**src/rtl/hazard_ctrl_unit_if.sv**
```systemverilog
// ============================================================================
// Module      : hazard_ctrl_unit_if
// Description : Signal bundle between the pipeline controller and the
//               hazard control unit.
// Revision    : 1.0 - initial release
// ============================================================================
`default_nettype none

interface hazard_ctrl_unit_if #(
   parameter int NREAD = 3,
   parameter int CNT_W = 16
);
   logic [NREAD-1:0]   match_e_m;
   logic [NREAD-1:0]   match_e_w;
   logic               match_d_e;
   logic               regwrite_m;
   logic               regwrite_w;
   logic               memtoreg_e;
   logic               pcsrc_d;
   logic               branch_taken_e;
   logic               mc_busy;

   logic [2*NREAD-1:0] forward_e;
   logic               stall_f;
   logic               stall_d;
   logic               stall_e;
   logic               flush_d;
   logic               flush_e;
   logic               flush_m;
   logic [CNT_W-1:0]   stall_cycles;

   modport master (
      output match_e_m, match_e_w, match_d_e, regwrite_m, regwrite_w,
             memtoreg_e, pcsrc_d, branch_taken_e, mc_busy,
      input  forward_e, stall_f, stall_d, stall_e, flush_d, flush_e,
             flush_m, stall_cycles
   );

   modport slave (
      input  match_e_m, match_e_w, match_d_e, regwrite_m, regwrite_w,
             memtoreg_e, pcsrc_d, branch_taken_e, mc_busy,
      output forward_e, stall_f, stall_d, stall_e, flush_d, flush_e,
             flush_m, stall_cycles
   );
endinterface

`default_nettype wire

```
**src/rtl/hazard_ctrl_unit.sv**
```systemverilog
// ============================================================================
// Module      : hazard_ctrl_unit
// Description : 5-stage pipeline hazard controller: operand forwarding,
//               load-use / PC-write / multi-cycle stalls, stall counter.
// Revision    : 1.0 - initial release
// ============================================================================
`default_nettype none

module hazard_ctrl_unit #(
   parameter int NREAD     = 3,
   parameter int LOAD_LAT  = 1,
   parameter int PCW_DEPTH = 3,
   parameter int CNT_W     = 16
) (
   input  logic              clk,
   input  logic              reset_n,
   hazard_ctrl_unit_if.slave hz
);

   localparam int LD_W = (LOAD_LAT > 1) ? $clog2(LOAD_LAT) : 1;
   localparam logic [LD_W-1:0] C_LD_RELOAD = LD_W'(LOAD_LAT - 1);

   logic [LD_W-1:0]      ld_cnt_q, ld_cnt_d;
   logic [PCW_DEPTH-1:0] pcw_sr_q, pcw_sr_d;
   logic [CNT_W-1:0]     stall_cnt_q, stall_cnt_d;

   logic [2*NREAD-1:0]   w_fwd;
   logic                 w_ld_hit, w_ld_stall, w_pcw_pend, w_pcw_last, w_sr_in;
   logic                 w_stall_f, w_stall_d, w_stall_e;
   logic                 w_flush_d, w_flush_e, w_flush_m;

   // M-stage result is younger than W, so it wins when both match.
   for (genvar i = 0; i < NREAD; i++) begin : g_fwd
      assign w_fwd[2*i +: 2] = (hz.match_e_m[i] & hz.regwrite_m) ? 2'b10 :
                               (hz.match_e_w[i] & hz.regwrite_w) ? 2'b01 : 2'b00;
   end

   always_comb begin
      w_ld_hit   = hz.memtoreg_e & hz.match_d_e & (ld_cnt_q == '0);
      w_ld_stall = w_ld_hit | (ld_cnt_q != '0);
      w_pcw_pend = hz.pcsrc_d | (|pcw_sr_q[PCW_DEPTH-2:0]);
      w_pcw_last = pcw_sr_q[PCW_DEPTH-1];

      w_stall_f = 1'b0;
      w_stall_d = 1'b0;
      w_stall_e = 1'b0;
      w_flush_d = 1'b0;
      w_flush_e = 1'b0;
      w_flush_m = 1'b0;

      if (hz.branch_taken_e) begin
         w_flush_d = 1'b1;
         w_flush_e = 1'b1;
      end else if (hz.mc_busy) begin
         w_stall_f = 1'b1;
         w_stall_d = 1'b1;
         w_stall_e = 1'b1;
         w_flush_m = 1'b1;
      end else if (w_ld_stall) begin
         w_stall_f = 1'b1;
         w_stall_d = 1'b1;
         w_flush_e = 1'b1;
      end else if (w_pcw_pend) begin
         w_stall_f = 1'b1;
         w_flush_d = 1'b1;
      end else if (w_pcw_last) begin
         w_flush_d = 1'b1;
      end

      ld_cnt_d = ld_cnt_q;
      if (hz.branch_taken_e) begin
         ld_cnt_d = '0;
      end else if (!hz.mc_busy) begin
         if (w_ld_hit) begin
            ld_cnt_d = C_LD_RELOAD;
         end else if (ld_cnt_q != '0) begin
            ld_cnt_d = ld_cnt_q - 1'b1;
         end
      end

      // The F/D flush raised by the pending PC write itself must not kill
      // the writer; only a held D stage or a taken branch stops it entering E.
      w_sr_in  = hz.pcsrc_d & ~w_stall_d & ~hz.branch_taken_e;
      pcw_sr_d = pcw_sr_q;
      if (!hz.mc_busy) begin
         pcw_sr_d = {pcw_sr_q[PCW_DEPTH-2:0], w_sr_in};
      end

      stall_cnt_d = stall_cnt_q;
      if (w_stall_f && (stall_cnt_q != '1)) begin
         stall_cnt_d = stall_cnt_q + 1'b1;
      end
   end

   always_ff @(posedge clk or negedge reset_n) begin
      if (!reset_n) begin
         ld_cnt_q    <= '0;
         pcw_sr_q    <= '0;
         stall_cnt_q <= '0;
      end else begin
         ld_cnt_q    <= ld_cnt_d;
         pcw_sr_q    <= pcw_sr_d;
         stall_cnt_q <= stall_cnt_d;
      end
   end

   // While reset is asserted the pipeline is held empty: all flushes, no stalls.
   assign hz.forward_e    = reset_n ? w_fwd : '0;
   assign hz.stall_f      = reset_n & w_stall_f;
   assign hz.stall_d      = reset_n & w_stall_d;
   assign hz.stall_e      = reset_n & w_stall_e;
   assign hz.flush_d      = ~reset_n | w_flush_d;
   assign hz.flush_e      = ~reset_n | w_flush_e;
   assign hz.flush_m      = ~reset_n | w_flush_m;
   assign hz.stall_cycles = stall_cnt_q;

endmodule

`default_nettype wire

```
**src/flat_wrapper.sv**
```systemverilog
// flat-port wrapper written by rule: the top's interface ports become plain ports
module hazard_ctrl_unit_flat 
#(
   parameter int NREAD     = 3,
   parameter int LOAD_LAT  = 1,
   parameter int PCW_DEPTH = 3,
   parameter int CNT_W     = 16
)
  (clk, reset_n, hz_match_e_m, hz_match_e_w, hz_match_d_e, hz_regwrite_m, hz_regwrite_w, hz_memtoreg_e, hz_pcsrc_d, hz_branch_taken_e, hz_mc_busy, hz_forward_e, hz_stall_f, hz_stall_d, hz_stall_e, hz_flush_d, hz_flush_e, hz_flush_m, hz_stall_cycles);
  hazard_ctrl_unit_if #(.NREAD(NREAD), .CNT_W(CNT_W)) hz_i ();
  input  logic clk;
  input  logic reset_n;
  input wire logic [$bits(hz_i.match_e_m)-1:0] hz_match_e_m;
  input wire logic [$bits(hz_i.match_e_w)-1:0] hz_match_e_w;
  input wire logic [$bits(hz_i.match_d_e)-1:0] hz_match_d_e;
  input wire logic [$bits(hz_i.regwrite_m)-1:0] hz_regwrite_m;
  input wire logic [$bits(hz_i.regwrite_w)-1:0] hz_regwrite_w;
  input wire logic [$bits(hz_i.memtoreg_e)-1:0] hz_memtoreg_e;
  input wire logic [$bits(hz_i.pcsrc_d)-1:0] hz_pcsrc_d;
  input wire logic [$bits(hz_i.branch_taken_e)-1:0] hz_branch_taken_e;
  input wire logic [$bits(hz_i.mc_busy)-1:0] hz_mc_busy;
  output wire logic [$bits(hz_i.forward_e)-1:0] hz_forward_e;
  output wire logic [$bits(hz_i.stall_f)-1:0] hz_stall_f;
  output wire logic [$bits(hz_i.stall_d)-1:0] hz_stall_d;
  output wire logic [$bits(hz_i.stall_e)-1:0] hz_stall_e;
  output wire logic [$bits(hz_i.flush_d)-1:0] hz_flush_d;
  output wire logic [$bits(hz_i.flush_e)-1:0] hz_flush_e;
  output wire logic [$bits(hz_i.flush_m)-1:0] hz_flush_m;
  output wire logic [$bits(hz_i.stall_cycles)-1:0] hz_stall_cycles;
  assign hz_i.match_e_m = hz_match_e_m;
  assign hz_i.match_e_w = hz_match_e_w;
  assign hz_i.match_d_e = hz_match_d_e;
  assign hz_i.regwrite_m = hz_regwrite_m;
  assign hz_i.regwrite_w = hz_regwrite_w;
  assign hz_i.memtoreg_e = hz_memtoreg_e;
  assign hz_i.pcsrc_d = hz_pcsrc_d;
  assign hz_i.branch_taken_e = hz_branch_taken_e;
  assign hz_i.mc_busy = hz_mc_busy;
  assign hz_forward_e = hz_i.forward_e;
  assign hz_stall_f = hz_i.stall_f;
  assign hz_stall_d = hz_i.stall_d;
  assign hz_stall_e = hz_i.stall_e;
  assign hz_flush_d = hz_i.flush_d;
  assign hz_flush_e = hz_i.flush_e;
  assign hz_flush_m = hz_i.flush_m;
  assign hz_stall_cycles = hz_i.stall_cycles;
  hazard_ctrl_unit #(.NREAD(NREAD), .LOAD_LAT(LOAD_LAT), .PCW_DEPTH(PCW_DEPTH), .CNT_W(CNT_W)) u_core (.clk(clk), .reset_n(reset_n), .hz(hz_i));
endmodule
```
**config.mk**
```make
export PLATFORM = sky130hd
export DESIGN_NAME = hazard_ctrl_unit_flat
export DESIGN_NICKNAME = d
export VERILOG_FILES = /design/src/rtl/hazard_ctrl_unit_if.sv /design/src/rtl/hazard_ctrl_unit.sv /design/src/flat_wrapper.sv
export SDC_FILE = /design/constraint.sdc
export NUM_CORES = 1
export LEC_CHECK = 0
export BUFFER_PORTS_ARGS = -buffer_cell sky130_fd_sc_hd__buf_2
export CORE_MARGIN = 3
export CORE_UTILIZATION = 49
export CTS_BUF_LIST = sky130_fd_sc_hd__clkbuf_8
export CTS_CLUSTER_SIZE = 25
export DETAILED_ROUTE_END_ITERATION = 10
export GPL_TIMING_DRIVEN = 1
export PLACE_DENSITY = 0.9
export SKIP_CTS_REPAIR_TIMING = 1
export SLEW_MARGIN = 10
export SYNTH_ARGS = -nofsm -noshare
export SYNTH_HDL_FRONTEND = slang
export SYNTH_SLANG_ARGS = --single-unit
export TNS_END_PERCENT = 50
```
**constraint.sdc**
```tcl
create_clock -name clk -period 2.15 [get_ports clk]
set_input_delay 0.43 -clock clk [delete_from_list [all_inputs] [get_ports clk]]
set_output_delay 0.43 -clock clk [all_outputs]
set_load 0.03 [all_outputs]
```
==> Yosys cells after proc, flatten, opt, wreduce, memory -nomap -nowiden <==
Cells that the tools add are included.
{ "op_classes": {"n_bitwise": 22, "n_reduce_logical": 2, "addsub": 2, "eq_ne": 2, "muxes": 27} }
{ "op_table": {"columns": ["operator", "count"], "rows": [
  ["two-way mux 1 bit", 23],
  ["adder 16 x 1 -> 16 bit (second input constant)", 1],
  ["!= test 16 bit (second input constant)", 1],
  ["bitwise AND 1 bit", 13],
  ["two-way mux 2 bit", 3],
  ["two-way mux 6 bit", 1],
  ["bitwise OR 1 bit", 5],
  ["inverter 1 bit", 4],
  ["!= test 2 bit (second input constant)", 1],
  ["OR reduction 2 bit", 1],
  ["logical AND 1 bit", 1],
  ["subtractor 1 bit (second input constant)", 1]
]} }
{ "totals": {"ff_bits": 20, "inputBits": 15, "word_cells": 58} }

==> Longest topological paths before layout <==
{ "logic_depth": {"ltp_word": 9, "depth_mapped": 6, "mapped_depth_nobuf": 5} }

==> Worst setup path before layout <==
OpenSTA, ideal clock, no wires.
{ "synth_path": {"kind": "register -> register", "from": "register u_core.stall_cnt_q[0], in the netlist u_core.hz.stall_cycles[0]", "to": "register u_core.stall_cnt_q[15], in the netlist u_core.hz.stall_cycles[15]", "setup_ns": 0.138, "arrival_time_ns": 1.796, "stages_incl_launch_ff": 7, "path_slack_ns": 0.216, "synth_period_minus_slack_ns": 1.934, "n_path_buf": 1, "path_cell_list": "dfrtp_1 -> ha_1 -> nand4_2 -> nor4_2 -> buf_2 -> nor4_1 -> xor2_1"} }
{ "synth_between": {"elab_chain_cells": 2, "word_cells_on_any_way": 3, "cone_classes": "1 x add/sub; 1 x eq/ne; 1 x reduce/logical"} }
{ "synth_lines": {"columns": ["item", "line_no", "rtl"], "rows": [
  ["start, declared", "hazard_ctrl_unit.sv:25", "logic [CNT_W-1:0] stall_cnt_q, stall_cnt_d;"],
  ["start signal, assigned", "hazard_ctrl_unit.sv:103", "stall_cnt_q <= stall_cnt_d;"],
  ["parallel branches: the longest is 2 deep, another holds adder 16 x 1 -> 16 bit", null, null]
]} }
Parallel ways; which one is timed is not known.
A chain may end at the register's enable or synchronous reset.

==> Worst setup path after layout <==
{ "layout_path": {"from": "register u_core.stall_cnt_q[0], in the netlist u_core.hz.stall_cycles[0]", "to": "register u_core.stall_cnt_q[1], in the netlist u_core.hz.stall_cycles[1]"} }
The elaborated chain is that of the path after synthesis.

==> summary.md <==
| Metric | Value |
|---|---|
| Routed Antenna Nets | 0 |
| FF+latch count, synth | 19 |
| Clk buf depth | 2 |
| Synthesized area per cell | 9.974 µm² |
| Fill count | 162 |
| Setup crit end kind | flip-flop |
| Netlist cell types | 30 |
| Period utilisation layout | just under 90% |
| Leak | about 0.68 nW |
| Die Wd | 52.01 µm |
| Worst slew pin tran | about 0.41 ns |
| Unrepaired setup endpoints after global routing | false |
| Final hold violations | 0 |
| Final wirelength | about 2.7 mm |
| Routed WL per cell | ~15 µm |
| Area growth syn-to-layout | 30.04% |
| I/O Buffers | between 40 and 50 |
| Total Die Area | ~0.0027 mm² |
| Worst-case vdd ir drop | around 820 µV |
| Crit path max fanout | 9 |
| Total global-route track usage | 21.74% |
| Global-route wire length before repair | 4.340 mm |
| Initial core utilization | 52.34% |
| Clk root buf | clkbuf_8 |
| Total Power | approximately 1.3 mW |
| # DRC | 0 |
| Via density | 5.816 |
| Number of buffers created by CTS | 3 |
| CP Data Arrival Time | roughly 2 ns |
| Clock H-tree levels | 1 |
| Crit path launch type | flip-flop |
| Fin nets | 169 |
| Post-Synthesis Net Count | 120 |
| Mapped Area | between 0.001 and 0.0015 mm² |
| Core Util, Final | between 60% and 70% |
| Total grt overflow | 0 |
| Max-slew violation count | 0 |
| Clk_lat worst skew | 0.26 ns |
| Share of cells above drive strength 1 | approximately 38% |
| Slew margin rel. | 72.63% |
| CTS clk-pin slew, worst paths | approximately 0.070 ns |
| Period minus WS final | roughly 1.9 ns |
| Worst Reg-to-Reg Cells | 6 |
| DP HPWL | roughly 2.0 mm |
| Die height | 52.01 µm |
| Ant. Diodes | 0 |
| Rows | 16 |
| Sinks on Clock Net | 19 |
| Initial antenna violation count | 0 |
| Via count | between 1000 and 1500 |
| Setup violators final | 0 |
| Mapped Cells | around 100 |
| Max-cap violations | 0 |
| HP Class | primary input to asynchronous set/reset pin |
| P per Cell Area | 936.7 mW/mm² |
| TritonRoute pass-1 iters | 5 |
| Sum Neg Setup Slack | 0 ns |
| Sequential share of the synthesized area | a little under half |
| Worst path cell trace | ha_1 > nand4_2 > nor4_2 > buf_4 > nor2_1 > mux2_2 |
| Clock Skew | 0.004070 ns |
| RePlAce Congestion | roughly 0.87 |
| Core area | slightly below 0.002 mm² |
| Critical Path Slowest Stage Cell | dfrtp_1 |
| Status | completed |
| Pin count of the biggest net entering global routing | 19 |
| Critical path type | flip-flop to flip-flop |
| Ports | 43 |
| CTS tree | done |
| Ys Warns | 0 |
| Via count of the first global-routing pass | 1008 |
| Iter 0 DRT Violations | 23 |
| Max incr delay on CP | 0.43 ns |
| Flop2flop setup slack | roughly 0.3 ns |
| FMAX | 538.2 MHz |
| CP required | 2.30 ns |
==> logic make-up (layout without fill, tap and decap cells) <==
| family | Yosys count | in the layout | synth area share [%] |
|---|---|---|---|
| flops | 19 | 19 | 45.84 |
| xor+xnor | 13 | 13 | 10.98 |
| simple gates | 50 | 50 | 27.86 |
| buf+inv | 5 | 53 | 1.929 |
| mux | 5 | 5 | 5.428 |
| compound gates | 11 | 11 | 6.755 |
| fa+ha+maj | 1 | 1 | 1.206 |
==> layout by cell type, fill, tap and decap left out <==
| master | n |
|---|---|
| a32o_1 | 1 |
| a21oi_2 | 1 |
| buf_2 | 42 |
| or3_1 | 2 |
| clkinv_2 | 1 |
| nand3_1 | 9 |
| or4b_1 | 1 |
| buf_4 | 4 |
| mux2_1 | 1 |
| clkbuf_8 | 3 |
| o41ai_1 | 1 |
| o21ai_0 | 3 |
| xor2_1 | 12 |
| nor2b_1 | 1 |
| nor2_1 | 4 |
| nor3_1 | 5 |
| nor3b_1 | 1 |
| and3_1 | 4 |
| or4_1 | 1 |
| mux2_2 | 4 |
| a21oi_1 | 4 |
| nor4_2 | 1 |
| nand2_1 | 8 |
| nand4_2 | 1 |
| dfrtp_1 | 19 |
| nor4_1 | 6 |
| inv_1 | 3 |
| nand4_1 | 4 |
| nor4b_1 | 2 |
| a21o_1 | 1 |
| ha_1 | 1 |
| xnor2_1 | 1 |
==> registers in the layout, summed over array words and instances (netlist names) <==
register,count
u_core.hz.stall_cycles,16
u_core.pcw_sr_q,3
==> layout make-up <==
type,instances,area (µm²),area share [%]
Clock inverter,1,5.005,0.3711
Sequential cell,19,475.5,35.25
Clock buffer,3,41.29,3.061
Tap cell,27,33.78,2.505
Multi-Input combinational cell,80,541.8,40.17
Inverter,3,11.26,0.8349
Timing Repair Buffer,46,240.2,17.81
==> worst paths after layout <==
path | start | endpoint
setup / recovery | u_core.hz.stall_cycles[0]$_DFFE_PN0P_ | u_core.hz.stall_cycles[1]$_DFFE_PN0P_
hold / removal | reset_n | u_core.hz.stall_cycles[12]$_DFFE_PN0P_
setup reg to reg | u_core.hz.stall_cycles[0]$_DFFE_PN0P_ | u_core.hz.stall_cycles[1]$_DFFE_PN0P_
hold reg to reg | u_core.hz.stall_cycles[15]$_DFFE_PN0P_ | u_core.hz.stall_cycles[15]$_DFFE_PN0P_
max in group asynchronous | reset_n | u_core.pcw_sr_q[1]$_DFFE_PN0N_
min in group clk | hz_pcsrc_d | u_core.pcw_sr_q[0]$_DFFE_PN0N_
==> synthesized netlist by cell type, drive strengths merged <==
| master | instances | area, µm² |
|---|---|---|
| dfrtp | 19 | 475.5 |
| xor2 | 12 | 105.1 |
| nand3 | 9 | 45.04 |
| nand2 | 8 | 30.03 |
| nor4 | 7 | 50.05 |
| a21oi | 5 | 28.78 |
| mux2 | 5 | 56.30 |
| nand4 | 5 | 37.53 |
| nor3 | 5 | 25.02 |
| and3 | 4 | 25.02 |
| nor2 | 4 | 15.01 |
| inv | 3 | 11.26 |
| o21ai | 3 | 15.01 |
| nor4b | 2 | 17.52 |
| or3 | 2 | 12.51 |
| a21o | 1 | 7.510 |
| a32o | 1 | 10.01 |
| buf | 1 | 5.000 |
| clkbuf | 1 | 3.750 |
| ha | 1 | 12.51 |
| nor2b | 1 | 6.260 |
| nor3b | 1 | 7.510 |
| o41ai | 1 | 8.760 |
| or4 | 1 | 7.510 |
| or4b | 1 | 10.01 |
| xnor2 | 1 | 8.760 |
==> through the flow <==
step,hold slack [ns],setup slack [ns],cells,cell area (µm²)
2_1_floorplan,0.1344,0.2158,104,1037
3_3_place_gp,0.3362,0.3432,175,1303
3_5_place_dp,0.3424,0.2790,175,1303
4_1_cts,0.06642,0.3097,179,1349
5_1_grt,0.08222,0.1773,179,1349
6_report,0.06541,0.2918,179,1349
==> metal layers <==
metal | up-vias | part of all wire (%) | GRT usage, %
li1 | 484 | - | -
met1 | 484 | 39 | 24.26
met2 | 65 | 50 | 39.33
met3 | 8 | 8.5 | 3.438
met4 | 0 | 2.3 | 10.92
met5 | - | 0 | 0
==> power breakdown <==
part / internal, mW / switching [mW] / leakage, nW
Sequential: 0.440 / 0.128 / 0.234
Combinational: 0.154 / 0.301 / 0.417
Clock: 0.129 / 0.112 / 0.0255
==> worst max-delay path, delay by kind of cell, from the launching register on <==
family | cells | cell delay, ns
adders and majority gates | 1 | 0.22
buffers and inverters | 1 | 0.22
DFF | 1 | 0.43
muxes | 1 | 0.26
and+or+nand+nor | 3 | 0.61
Power figures use the tool's default switching activity.
